$ cat src/rtl/dcache_port_ctrl_if.sv
// -----------------------------------------------------------------------------
// dcache_port_ctrl_if
// Bundles every signal of one L1 data-cache port controller: the core request
// port, the shared tag-compare/SRAM arbiter port and the miss-unit port.
//   modport slave  : the port controller (drives the *_o signals)
//   modport master : the environment around it (core, arbiter, miss unit)
// Signal names keep their _i/_o suffixes as seen from the controller, so the
// same name means the same wire on both sides.
// -----------------------------------------------------------------------------
interface dcache_port_ctrl_if #(
   parameter int SET_ASSOC   = 8,
   parameter int INDEX_WIDTH = 12,
   parameter int TAG_WIDTH   = 44,
   parameter int LINE_WIDTH  = 128
);
   // core side
   logic                              bypass_i;
   logic                              stall_i;
   logic                              busy_o;
   logic                              req_i;
   logic                              kill_i;
   logic [INDEX_WIDTH-1:0]            addr_index_i;
   logic [TAG_WIDTH-1:0]              addr_tag_i;
   logic                              tag_valid_i;
   logic                              we_i;
   logic [7:0]                        be_i;
   logic [63:0]                       wdata_i;
   logic [1:0]                        size_i;
   logic                              gnt_o;
   logic                              rvalid_o;
   logic [63:0]                       rdata_o;
   // tag-compare / SRAM arbiter side
   logic [SET_ASSOC-1:0]              req_o;
   logic [INDEX_WIDTH-1:0]            addr_o;
   logic                              we_o;
   logic [LINE_WIDTH/8-1:0]           be_o;
   logic [LINE_WIDTH-1:0]             wdata_o;
   logic                              dirty_o;
   logic                              gnt_i;
   logic [SET_ASSOC*LINE_WIDTH-1:0]   data_i;
   logic [SET_ASSOC-1:0]              hit_way_i;
   logic [TAG_WIDTH-1:0]              tag_o;
   // miss unit side
   logic                              miss_req_valid_o;
   logic                              miss_bypass_o;
   logic [TAG_WIDTH+INDEX_WIDTH-1:0]  miss_addr_o;
   logic                              miss_gnt_i;
   logic                              bypass_gnt_i;
   logic [63:0]                       critical_word_i;
   logic                              critical_word_valid_i;
   logic [63:0]                       bypass_data_i;
   logic                              bypass_valid_i;
   logic [TAG_WIDTH+INDEX_WIDTH-1:0]  mshr_addr_o;
   logic                              mshr_addr_matches_i;
   logic                              mshr_index_matches_i;

   modport slave (
      input  bypass_i, stall_i, req_i, kill_i, addr_index_i, addr_tag_i, tag_valid_i,
             we_i, be_i, wdata_i, size_i, gnt_i, data_i, hit_way_i, miss_gnt_i,
             bypass_gnt_i, critical_word_i, critical_word_valid_i, bypass_data_i,
             bypass_valid_i, mshr_addr_matches_i, mshr_index_matches_i,
      output busy_o, gnt_o, rvalid_o, rdata_o, req_o, addr_o, we_o, be_o, wdata_o,
             dirty_o, tag_o, miss_req_valid_o, miss_bypass_o, miss_addr_o, mshr_addr_o
   );

   modport master (
      output bypass_i, stall_i, req_i, kill_i, addr_index_i, addr_tag_i, tag_valid_i,
             we_i, be_i, wdata_i, size_i, gnt_i, data_i, hit_way_i, miss_gnt_i,
             bypass_gnt_i, critical_word_i, critical_word_valid_i, bypass_data_i,
             bypass_valid_i, mshr_addr_matches_i, mshr_index_matches_i,
      input  busy_o, gnt_o, rvalid_o, rdata_o, req_o, addr_o, we_o, be_o, wdata_o,
             dirty_o, tag_o, miss_req_valid_o, miss_bypass_o, miss_addr_o, mshr_addr_o
   );
endinterface

$ cat src/rtl/dcache_port_ctrl.sv
// -----------------------------------------------------------------------------
// dcache_port_ctrl
// Per-port controller of the non-blocking set-associative L1 data cache.
// Sequences one core request at a time: index lookup, tag check, then either
// a hit read/write on the arrays or a hand-off to the miss unit (cacheable
// miss or uncached bypass access).
// Ports:
//   clk_i  : clock
//   rst_i  : asynchronous active-high reset (aborts any request, no response)
//   bus    : dcache_port_ctrl_if.slave -- core, arbiter and miss-unit signals
// -----------------------------------------------------------------------------
module dcache_port_ctrl #(
   parameter int SET_ASSOC   = 8,
   parameter int INDEX_WIDTH = 12,
   parameter int TAG_WIDTH   = 44,
   parameter int LINE_WIDTH  = 128
) (
   input logic                clk_i,
   input logic                rst_i,
   dcache_port_ctrl_if.slave  bus
);
   localparam int WORDS  = LINE_WIDTH / 64;
   localparam int WSEL_W = (WORDS > 1) ? $clog2(WORDS) : 1;
   localparam int WAY_W  = (SET_ASSOC > 1) ? $clog2(SET_ASSOC) : 1;

   typedef enum logic [3:0] {
      IDLE,
      WAIT_TAG,
      STORE_REQ,
      WAIT_MSHR,
      REISSUE,
      MISS_REQ,
      WAIT_CRITICAL,
      BYPASS_REQ,
      BYPASS_WAIT
   } state_e;

   state_e                  state_q, state_d;

   // request registers, captured at grant time
   logic [INDEX_WIDTH-1:0]  index_q;
   logic                    we_q;
   logic [7:0]              be_q;
   logic [63:0]             wdata_q;
   logic [1:0]              size_q;
   // tag arrives a cycle after grant; tag_valid_q stays set across a re-lookup
   logic [TAG_WIDTH-1:0]    tag_q;
   logic                    tag_valid_q;
   // way to write on a store hit (hit_way_i is only valid in the compare cycle)
   logic [SET_ASSOC-1:0]    hit_oh_q;

   logic                    latch_req, latch_tag, latch_hit;

   // hit decode: multi-hit resolves to the lowest way
   logic                    hit_any;
   logic [WAY_W-1:0]        hit_idx;
   logic [SET_ASSOC-1:0]    hit_oh;
   logic [LINE_WIDTH-1:0]   hit_line;
   logic [63:0]             hit_word;
   logic [WSEL_W-1:0]       word_sel;
   logic [LINE_WIDTH/8-1:0] be_line;

   // size is captured with the request but not needed for line-level access
   logic                    unused_size;
   assign unused_size = ^size_q;

   // 64-bit word slot inside the line: addr[BYTE_OFFSET-1:3]
   if (WORDS > 1) begin : g_word_sel
      assign word_sel = index_q[3 +: WSEL_W];
   end else begin : g_single_word
      assign word_sel = '0;
   end

   always_comb begin
      hit_any = |bus.hit_way_i;
      hit_idx = '0;
      for (int w = SET_ASSOC - 1; w >= 0; w--) begin
         if (bus.hit_way_i[w]) hit_idx = WAY_W'(w);
      end
      hit_oh = '0;
      if (hit_any) hit_oh[hit_idx] = 1'b1;
      hit_line = bus.data_i[int'(hit_idx) * LINE_WIDTH +: LINE_WIDTH];
      hit_word = hit_line[int'(word_sel) * 64 +: 64];
      be_line  = '0;
      be_line[int'(word_sel) * 8 +: 8] = be_q;
   end

   // Next-state and output logic.
   // NOTE: every signal written here gets a default first; a path that leaves
   // one unassigned would infer a latch.
   always_comb begin
      state_d              = state_q;
      latch_req            = 1'b0;
      latch_tag            = 1'b0;
      latch_hit            = 1'b0;
      bus.gnt_o            = 1'b0;
      bus.rvalid_o         = 1'b0;
      bus.rdata_o          = '0;
      bus.req_o            = '0;
      bus.addr_o           = '0;
      bus.we_o             = 1'b0;
      bus.be_o             = '0;
      bus.wdata_o          = '0;
      bus.dirty_o          = 1'b0;
      bus.miss_req_valid_o = 1'b0;
      bus.miss_bypass_o    = 1'b0;

      unique case (state_q)
         IDLE: begin
            if (bus.req_i && !bus.stall_i && !bus.mshr_index_matches_i) begin
               bus.req_o  = '1;
               bus.addr_o = bus.addr_index_i;
               bus.gnt_o  = bus.gnt_i;
               if (bus.gnt_i) begin
                  latch_req = 1'b1;
                  state_d   = WAIT_TAG;
               end
            end
         end

         WAIT_TAG: begin
            if (bus.kill_i && !we_q) begin
               state_d = IDLE;
            end else if (!tag_valid_q) begin
               latch_tag = bus.tag_valid_i;
            end else if (bus.bypass_i) begin
               state_d = BYPASS_REQ;
            end else if (hit_any) begin
               if (we_q) begin
                  latch_hit = 1'b1;
                  state_d   = STORE_REQ;
               end else begin
                  bus.rvalid_o = 1'b1;
                  bus.rdata_o  = hit_word;
                  state_d      = IDLE;
               end
            end else if (bus.mshr_addr_matches_i) begin
               state_d = WAIT_MSHR;
            end else begin
               state_d = MISS_REQ;
            end
         end

         STORE_REQ: begin
            bus.req_o   = hit_oh_q;
            bus.we_o    = 1'b1;
            bus.dirty_o = 1'b1;
            bus.addr_o  = index_q;
            bus.wdata_o = {WORDS{wdata_q}};
            bus.be_o    = be_line;
            if (bus.gnt_i) state_d = IDLE;
         end

         WAIT_MSHR: begin
            if (!bus.mshr_addr_matches_i) state_d = REISSUE;
         end

         // re-lookup of the latched index; the tag is kept, so the compare
         // happens in the first WAIT_TAG cycle after the grant
         REISSUE: begin
            bus.req_o  = '1;
            bus.addr_o = index_q;
            if (bus.gnt_i) state_d = WAIT_TAG;
         end

         MISS_REQ: begin
            bus.miss_req_valid_o = 1'b1;
            if (bus.miss_gnt_i) state_d = we_q ? REISSUE : WAIT_CRITICAL;
         end

         WAIT_CRITICAL: begin
            if (bus.critical_word_valid_i) begin
               bus.rvalid_o = 1'b1;
               bus.rdata_o  = bus.critical_word_i;
               state_d      = IDLE;
            end
         end

         BYPASS_REQ: begin
            bus.miss_req_valid_o = 1'b1;
            bus.miss_bypass_o    = 1'b1;
            if (bus.bypass_gnt_i) state_d = we_q ? IDLE : BYPASS_WAIT;
         end

         BYPASS_WAIT: begin
            if (bus.bypass_valid_i) begin
               bus.rvalid_o = 1'b1;
               bus.rdata_o  = bus.bypass_data_i;
               state_d      = IDLE;
            end
         end

         default: state_d = IDLE;
      endcase
   end

   assign bus.busy_o      = (state_q != IDLE);
   assign bus.tag_o       = tag_q;
   assign bus.miss_addr_o = {tag_q, index_q};
   assign bus.mshr_addr_o = (state_q == IDLE) ? {bus.addr_tag_i, bus.addr_index_i}
                                              : {tag_q, index_q};

   // NOTE: state and request registers use non-blocking assignments so every
   // flop samples the values from before the edge, independent of block order.
   always_ff @(posedge clk_i or posedge rst_i) begin
      if (rst_i) begin
         state_q     <= IDLE;
         index_q     <= '0;
         we_q        <= 1'b0;
         be_q        <= '0;
         wdata_q     <= '0;
         size_q      <= '0;
         tag_q       <= '0;
         tag_valid_q <= 1'b0;
         hit_oh_q    <= '0;
      end else begin
         state_q <= state_d;
         if (latch_req) begin
            index_q     <= bus.addr_index_i;
            we_q        <= bus.we_i;
            be_q        <= bus.be_i;
            wdata_q     <= bus.wdata_i;
            size_q      <= bus.size_i;
            tag_valid_q <= 1'b0;
         end
         if (latch_tag) begin
            tag_q       <= bus.addr_tag_i;
            tag_valid_q <= 1'b1;
         end
         if (latch_hit) hit_oh_q <= hit_oh;
      end
   end
endmodule

$ cat src/flat_wrapper.sv
// flat-port wrapper written by rule: the top's interface ports become plain ports
module dcache_port_ctrl_flat 
#(
   parameter int SET_ASSOC   = 8,
   parameter int INDEX_WIDTH = 12,
   parameter int TAG_WIDTH   = 44,
   parameter int LINE_WIDTH  = 128
)
  (clk_i, rst_i, bus_bypass_i, bus_stall_i, bus_req_i, bus_kill_i, bus_addr_index_i, bus_addr_tag_i, bus_tag_valid_i, bus_we_i, bus_be_i, bus_wdata_i, bus_size_i, bus_gnt_i, bus_data_i, bus_hit_way_i, bus_miss_gnt_i, bus_bypass_gnt_i, bus_critical_word_i, bus_critical_word_valid_i, bus_bypass_data_i, bus_bypass_valid_i, bus_mshr_addr_matches_i, bus_mshr_index_matches_i, bus_busy_o, bus_gnt_o, bus_rvalid_o, bus_rdata_o, bus_req_o, bus_addr_o, bus_we_o, bus_be_o, bus_wdata_o, bus_dirty_o, bus_tag_o, bus_miss_req_valid_o, bus_miss_bypass_o, bus_miss_addr_o, bus_mshr_addr_o);
  dcache_port_ctrl_if #(.SET_ASSOC(SET_ASSOC), .INDEX_WIDTH(INDEX_WIDTH), .TAG_WIDTH(TAG_WIDTH), .LINE_WIDTH(LINE_WIDTH)) bus_i ();
  input logic clk_i;
  input logic rst_i;
  input wire logic [$bits(bus_i.bypass_i)-1:0] bus_bypass_i;
  input wire logic [$bits(bus_i.stall_i)-1:0] bus_stall_i;
  input wire logic [$bits(bus_i.req_i)-1:0] bus_req_i;
  input wire logic [$bits(bus_i.kill_i)-1:0] bus_kill_i;
  input wire logic [$bits(bus_i.addr_index_i)-1:0] bus_addr_index_i;
  input wire logic [$bits(bus_i.addr_tag_i)-1:0] bus_addr_tag_i;
  input wire logic [$bits(bus_i.tag_valid_i)-1:0] bus_tag_valid_i;
  input wire logic [$bits(bus_i.we_i)-1:0] bus_we_i;
  input wire logic [$bits(bus_i.be_i)-1:0] bus_be_i;
  input wire logic [$bits(bus_i.wdata_i)-1:0] bus_wdata_i;
  input wire logic [$bits(bus_i.size_i)-1:0] bus_size_i;
  input wire logic [$bits(bus_i.gnt_i)-1:0] bus_gnt_i;
  input wire logic [$bits(bus_i.data_i)-1:0] bus_data_i;
  input wire logic [$bits(bus_i.hit_way_i)-1:0] bus_hit_way_i;
  input wire logic [$bits(bus_i.miss_gnt_i)-1:0] bus_miss_gnt_i;
  input wire logic [$bits(bus_i.bypass_gnt_i)-1:0] bus_bypass_gnt_i;
  input wire logic [$bits(bus_i.critical_word_i)-1:0] bus_critical_word_i;
  input wire logic [$bits(bus_i.critical_word_valid_i)-1:0] bus_critical_word_valid_i;
  input wire logic [$bits(bus_i.bypass_data_i)-1:0] bus_bypass_data_i;
  input wire logic [$bits(bus_i.bypass_valid_i)-1:0] bus_bypass_valid_i;
  input wire logic [$bits(bus_i.mshr_addr_matches_i)-1:0] bus_mshr_addr_matches_i;
  input wire logic [$bits(bus_i.mshr_index_matches_i)-1:0] bus_mshr_index_matches_i;
  output wire logic [$bits(bus_i.busy_o)-1:0] bus_busy_o;
  output wire logic [$bits(bus_i.gnt_o)-1:0] bus_gnt_o;
  output wire logic [$bits(bus_i.rvalid_o)-1:0] bus_rvalid_o;
  output wire logic [$bits(bus_i.rdata_o)-1:0] bus_rdata_o;
  output wire logic [$bits(bus_i.req_o)-1:0] bus_req_o;
  output wire logic [$bits(bus_i.addr_o)-1:0] bus_addr_o;
  output wire logic [$bits(bus_i.we_o)-1:0] bus_we_o;
  output wire logic [$bits(bus_i.be_o)-1:0] bus_be_o;
  output wire logic [$bits(bus_i.wdata_o)-1:0] bus_wdata_o;
  output wire logic [$bits(bus_i.dirty_o)-1:0] bus_dirty_o;
  output wire logic [$bits(bus_i.tag_o)-1:0] bus_tag_o;
  output wire logic [$bits(bus_i.miss_req_valid_o)-1:0] bus_miss_req_valid_o;
  output wire logic [$bits(bus_i.miss_bypass_o)-1:0] bus_miss_bypass_o;
  output wire logic [$bits(bus_i.miss_addr_o)-1:0] bus_miss_addr_o;
  output wire logic [$bits(bus_i.mshr_addr_o)-1:0] bus_mshr_addr_o;
  assign bus_i.bypass_i = bus_bypass_i;
  assign bus_i.stall_i = bus_stall_i;
  assign bus_i.req_i = bus_req_i;
  assign bus_i.kill_i = bus_kill_i;
  assign bus_i.addr_index_i = bus_addr_index_i;
  assign bus_i.addr_tag_i = bus_addr_tag_i;
  assign bus_i.tag_valid_i = bus_tag_valid_i;
  assign bus_i.we_i = bus_we_i;
  assign bus_i.be_i = bus_be_i;
  assign bus_i.wdata_i = bus_wdata_i;
  assign bus_i.size_i = bus_size_i;
  assign bus_i.gnt_i = bus_gnt_i;
  assign bus_i.data_i = bus_data_i;
  assign bus_i.hit_way_i = bus_hit_way_i;
  assign bus_i.miss_gnt_i = bus_miss_gnt_i;
  assign bus_i.bypass_gnt_i = bus_bypass_gnt_i;
  assign bus_i.critical_word_i = bus_critical_word_i;
  assign bus_i.critical_word_valid_i = bus_critical_word_valid_i;
  assign bus_i.bypass_data_i = bus_bypass_data_i;
  assign bus_i.bypass_valid_i = bus_bypass_valid_i;
  assign bus_i.mshr_addr_matches_i = bus_mshr_addr_matches_i;
  assign bus_i.mshr_index_matches_i = bus_mshr_index_matches_i;
  assign bus_busy_o = bus_i.busy_o;
  assign bus_gnt_o = bus_i.gnt_o;
  assign bus_rvalid_o = bus_i.rvalid_o;
  assign bus_rdata_o = bus_i.rdata_o;
  assign bus_req_o = bus_i.req_o;
  assign bus_addr_o = bus_i.addr_o;
  assign bus_we_o = bus_i.we_o;
  assign bus_be_o = bus_i.be_o;
  assign bus_wdata_o = bus_i.wdata_o;
  assign bus_dirty_o = bus_i.dirty_o;
  assign bus_tag_o = bus_i.tag_o;
  assign bus_miss_req_valid_o = bus_i.miss_req_valid_o;
  assign bus_miss_bypass_o = bus_i.miss_bypass_o;
  assign bus_miss_addr_o = bus_i.miss_addr_o;
  assign bus_mshr_addr_o = bus_i.mshr_addr_o;
  dcache_port_ctrl #(.SET_ASSOC(SET_ASSOC), .INDEX_WIDTH(INDEX_WIDTH), .TAG_WIDTH(TAG_WIDTH), .LINE_WIDTH(LINE_WIDTH)) u_core (.clk_i(clk_i), .rst_i(rst_i), .bus(bus_i));
endmodule
$ cat config.mk
export PLATFORM = sky130hd
export DESIGN_NAME = dcache_port_ctrl_flat
export DESIGN_NICKNAME = d
export VERILOG_FILES = /design/src/rtl/dcache_port_ctrl_if.sv /design/src/rtl/dcache_port_ctrl.sv /design/src/flat_wrapper.sv
export SDC_FILE = /design/constraint.sdc
export NUM_CORES = 1
export LEC_CHECK = 0
export CAP_MARGIN = 10
export CORE_AREA = 5 5 649 651
export CTS_BUF_LIST = sky130_fd_sc_hd__clkbuf_8
export CTS_CLUSTER_SIZE = 14
export DETAILED_ROUTE_END_ITERATION = 12
export DIE_AREA = 0 0 654 656
export SYNTH_ARGS = -nofsm -noshare
export SYNTH_HDL_FRONTEND = slang
export SYNTH_SLANG_ARGS = --single-unit
export TNS_END_PERCENT = 10
$ cat constraint.sdc
create_clock -name clk_i -period 6.3 [get_ports clk_i]
set_input_delay 0.63 -clock clk_i [delete_from_list [all_inputs] [get_ports clk_i]]
set_output_delay 0.63 -clock clk_i [all_outputs]
set_load 0.05 [all_outputs]
Yosys cells after proc, flatten, opt, wreduce, memory -nomap -nowiden
Index checks and enable logic that the tools add are counted.

Bits in registers: 142. Bits in latches: 0. RAM bits: 0. ROM bits: 0. Input port bits: 1305. Output and inout bits: 391. Memories: 0.

Add/subtract/negate cells: 1. $mul: 0. Div/mod/pow operators: 0. Magnitude comparators: 2. Eq/ne operators: 16. Shift operators: 4. Multiplexer cells: 70. Bitwise logic cells: 1. Reduce and logical (&&, ||, !) cells: 14.

Operators with widths (number): variable part select 1024 x 11 -> 128 bit (1); 2-to-1 mux 64 bit (7); one-hot mux 64 bit (3 select lines) (1); 2-to-1 mux 128 bit (1); variable part select 128 x 8 -> 64 bit (1); 2-to-1 mux 56 bit (1); 2-to-1 mux 4 bit (13); one-hot mux 4 bit (9 select lines) (1); negation 4 -> 33 bit (1); variable shift 8 x 33 -> 16 bit (first input constant) (1); variable part select 8 x 33 -> 16 bit (1); 2-to-1 mux 1 bit (27); 2-to-1 mux 3 bit (9); one-hot mux 12 bit (2 select lines) (1); one-hot mux 8 bit (3 select lines) (1); AND 16 bit (1); == test 4 x 3 -> 1 bit (second input constant) (4); 2-to-1 mux 16 bit (1); 2-to-1 mux 8 bit (2); 2-to-1 mux 12 bit (1); != test 2 bit (second input constant) (6); == test 4 x 2 -> 1 bit (second input constant) (2); AND reduction 8 bit (1); OR reduction 8 bit (1); 15 further kinds (22).

Depth between registers and ports, before layout
Depth after elaboration: 16. Mapped depth: 11. Gate-level depth less buffers: 6.

Worst setup path before layout
OpenSTA, ideal clock, no wires.

Kind: input to output. From: input port bus_hit_way_i[6]. To: output port bus_rdata_o[61]. Arrival: 3.039 ns. Path slack: 2.631 ns. Cell stages on the path: 9. Path buffers: 4. Path through: nand2b_1 a2111o_1 clkbuf_1 nand2_1 buf_2 buf_2 buf_1 a21boi_0 o21ai_1.

Longest elaborated chain between the ends: 15. Elaborated cells on any way between the ends: 16. Those cells by class: shift (2); mux (13); reduce/logical (1).

RTL lines: start, declared (line flat_wrapper.sv:26) `input wire logic [$bits(bus_i.hit_way_i)-1:0] bus_hit_way_i;`; 2-to-1 mux 3 bit (7 in a row) (line dcache_port_ctrl.sv:78) `if (bus.hit_way_i[w]) hit_idx = WAY_W'(w);`; variable part select 1024 x 11 -> 128 bit (line dcache_port_ctrl.sv:82) `hit_line = bus.data_i[int'(hit_idx) * LINE_WIDTH +: LINE_WIDTH];`; variable part select 128 x 8 -> 64 bit (line dcache_port_ctrl.sv:83) `hit_word = hit_line[int'(word_sel) * 64 +: 64];`; 2-to-1 mux 64 bit (line dcache_port_ctrl.sv:129) `if (we_q) begin`; 2-to-1 mux 64 bit (*) (line dcache_port_ctrl.sv:128) `end else if (hit_any) begin`; 2-to-1 mux 64 bit (*) (line dcache_port_ctrl.sv:126) `end else if (bus.bypass_i) begin`; 2-to-1 mux 64 bit (*) (line dcache_port_ctrl.sv:124) `end else if (!tag_valid_q) begin`; 2-to-1 mux 64 bit (*) (line dcache_port_ctrl.sv:122) `if (bus.kill_i && !we_q) begin`; one-hot mux 64 bit (3 select lines) (*) (line dcache_port_ctrl.sv:108) `unique case (state_q)`; end, declared (line flat_wrapper.sv:38) `output wire logic [$bits(bus_i.rdata_o)-1:0] bus_rdata_o;`.

Mark *: on every way between the ends. The rest lies on a longest branch, timed or not.

Worst setup path in the final report
From: input port bus_hit_way_i[6]. To: output port bus_rdata_o[44].

The elaborated chain is that of the path after synthesis.

==> metrics.md <==
| Metric | Value |
|---|---|
| Grt total ovfl | `0` |
| Cts repair resizes | `0` |
| Wire length of the first global-routing pass | `448 mm` |
| Worst path arrival time | `roughly 5.1 ns` |
| Core ar. | `0.415 mm^2` |
| Fraction of layout cells with a size suffix above 1 | `15.6%` |
| First drt pass iteration count | `5` |
| CP dominant cell by count | `buf_4` |
| Tot Pwr | `0.0120 W` |
| RSZ-0062 raised after global routing | `no` |
| CP Max Fanout | `19` |
| Tightest Pin Transition | `~1.4 ns` |
| Maximum clock insertion buffer count | `3` |
| Final slew viol count | `0` |
| Finished Layout Cells | `~9500` |
| Max_cap viols | `0` |
| Vias post-DR | `30100` |
| Mapped Nets | `3647` |
| Worst-Skew Late Latency | `between 0.6 and 0.7 ns` |
| Required time worst endpoint | `5.67 ns` |
| Path category of the worst min-delay check | `in -> async` |
| Synthesized area per cell | `7.79 um^2` |
| Via density | `between 3 and 4` |
| H-tree depth | `4` |
| DR WL/cell | `40.8 um` |
| Cts hold-fix bufs | `0` |
| Layout area overhead | `140%` |
| Initial core utilization | `roughly 4.4%` |
| Setup CP Type | `in -> out` |
| Synth Warn # | `0` |
| DIE AREA | `0.429 mm^2` |
| Initial DRC count | `3329` |
| Total wire length | `about 390 mm` |
| CTS tree | `built` |
| Die X | `654 um` |
| Clk slew on worst S/H paths | `0.13 ns` |
| Post-synth EDFFs | `0` |
| Die Span Y | `between 600 and 700 um` |
| Critical Path, Cell by Cell | `clkdlybuf4s50_1, nand2b_1, a2111o_2, nand2_4, buf_4, buf_4, mux2i_1, buf_4, a221oi_1, a211o_1, buf_12` |
| Minimum clock period | `5.73 ns` |
| CP startpoint kind | `input port` |
| Setup_tns | `0 ns` |
| Power density cells | `275 mW/mm^2` |
| Post-route ant nets | `0` |
| DRC | `0` |
| Antenna violations before repair | `420` |
| Worst path max stage delay | `approximately 0.80 ns` |
| DP HPWL | `roughly 350 mm` |
| Root buf cell | `clkbuf_8` |
| CTS Buf Count | `25` |
| Placed cells | `a little over 9000` |
| CP Capture Type | `primary output` |
| Synth Cell Area | `between 0.015 and 0.02 mm^2` |
| Post-CTS Setup Repair Bufs | `0` |
| Sink Count | `142` |
| Routability Congestion | `0.936` |
| Synth async-reset ratio | `between 90% and 100%` |
| Largest net degree at the start of global routing | `132` |
| Register area share after synthesis | `19.5%` |
| Peak supply drop | `between 0.2 and 0.3 mV` |
| Worst path slowest cell | `mux2i_1` |
| Rows | `237` |
| Status | `finished, final reports clean` |
| Rel. slew slack | `approximately 8.3%` |
| Final Hold Fails | `0` |
| Max Clock Freq | `174 MHz` |
| Library cells used by synthesis | `56` |
| I/O pin cnt | `1696` |
| P_leak | `between 15 and 20 nW` |
| # setup viols final | `0` |
| Post-Route Skew | `0.0602 ns` |
| Seq cells post-synth | `between 100 and 150` |
| Period utilization | `91.0%` |
| IO Port Bufs | `1693` |
| Tightest hold margin | `about 0.45 ns` |
| Synthesized instance count | `~2300` |
| Vias in the first global route | `27700` |
| Fin util | `10.5%` |
| Tot GR Track Use | `between 10% and 20%` |
| Final net count | `5188` |
| Top_reg_cell synth | `dfrtp_1` |
-- sequential cells by signal, indices dropped and copies added (netlist names) --
signal,cells
u_core.be_q,8
u_core.wdata_q,64
u_core.state_q,4
u_core.we_q,1
u_core.tag_valid_q,1
u_core.bus.tag_o,44
u_core.index_q,12
u_core.hit_oh_q,8
-- cells in the mapped netlist (all sizes together), types with 11 or more instances --
library cell  instances  area share (%)
clkbuf              214             4.4
buf                 176             6.5
a2111oi              36             1.7
nor4                 34             1.2
o21ai                47             1.3
nand2               288             5.9
and3                342              12
o31ai                51             2.1
a211o                31             1.5
inv                  11            0.23
mux2i               110             6.0
a21o                 31             1.3
a21boi               65             2.7
mux2                129             8.0
or3                  22            0.75
o41ai                15            0.72
o22ai                86             2.9
a211oi              218             9.5
dfrtp               142              19
nor2                 35            0.72
a22o                 61             2.9
o211ai               22            0.90
a221oi               42             2.0
a31o                 51             2.4
a22oi                16            0.66
nand3                23            0.63
-- final cells by class --
type | count | area (um^2)
Fill cell | 47900 | 371000
Timing Repair Buffer | 1904 | 19400
Multi-Input combinational cell | 1799 | 13200
Tap cell | 5497 | 6880
Sequential cell | 142 | 3550
Clock buffer | 27 | 372
Antenna cell | 112 | 280
Inverter | 11 | 48.8
Clock inverter | 5 | 26.3
-- cells by family (layout without fill, tap and decap cells) --
logic type,count (synthesis),count (layout),synth area share (%)
other cells,0,112,0
mux,239,239,14.0
compound gates,791,791,33.6
flops,142,142,19.5
simple gates,769,769,21.9
buf+inv,401,1947,11.1
-- per-layer routing --
metal	global-route usage (%)	vias to the layer above	share of wire (%)
met2	30.2	2470	49
li1	-	12200	-
met3	9.69	755	13
met5	0	-	0.30
met4	3.04	176	2.1
met1	18.0	14500	35
-- cell usage in the layout, fill, tap and decap left out, types with 31 or more instances in the layout --
cell and n:
clkdlybuf4s50_1 1627, and3_1 340, nand2_1 284, buf_4 191, a211oi_1 156, dfrtp_1 142, mux2_2 129, diode_2 112
mux2i_1 105, o22ai_1 84, buf_12 81, a21boi_0 63, a22o_1 61, a211oi_2 60, a31o_2 51, o31ai_1 47
a221oi_1 42, o21ai_0 36, nor2_1 32, a21o_1 31, a211o_1 31
-- worst max-delay path: cells and delay by family --
| kind | cells | cell delay [ns] |
|---|---|---|
| buf+inv | 5 | 1.71 |
| simple gates | 2 | 0.68 |
| compound gates | 3 | 1.19 |
| mux | 1 | 0.80 |
-- where the power goes --
part	internal, W	total (W)	switching [W]
Clock	0.000390	0.000934	0.000544
Sequential	0.00133	0.00179	0.000463
Combinational	0.00287	0.00931	0.00644
Total	0.00459	0.0120	0.00745
-- path summary, 6_finish.rpt --
| check | depth (start not counted) | slack (ns) | from | end |
|---|---|---|---|---|
| max | 11 | 0.57 | bus_hit_way_i[6] | bus_rdata_o[44] |
| max reg2reg | 6 | 3.12 | u_core.state_q[0]$_DFFE_PP0P_ | u_core.be_q[4]$_DFFE_PP0P_ |
| min reg2reg | 2 | 0.49 | u_core.hit_oh_q[1]$_DFFE_PP0P_ | u_core.hit_oh_q[1]$_DFFE_PP0P_ |
| min | 2 | 0.45 | rst_i | u_core.wdata_q[52]$_DFFE_PP0P_ |
| min in group clk_i | 2 | 0.49 | u_core.hit_oh_q[1]$_DFFE_PP0P_ | u_core.hit_oh_q[1]$_DFFE_PP0P_ |
| max in group asynchronous | 3 | 4.82 | rst_i | u_core.hit_oh_q[6]$_DFFE_PP0P_ |
-- metrics by stage --
stage               cell area [um^2]  setup slack, ns
floorplan                      18300             1.86
CTS                            43500            0.426
finish                         43800            0.567
detailed placement             43100            0.438
global route                   43600            0.443
global placement               43000            0.215
No activity file was read; power rests on OpenSTA's default activity.
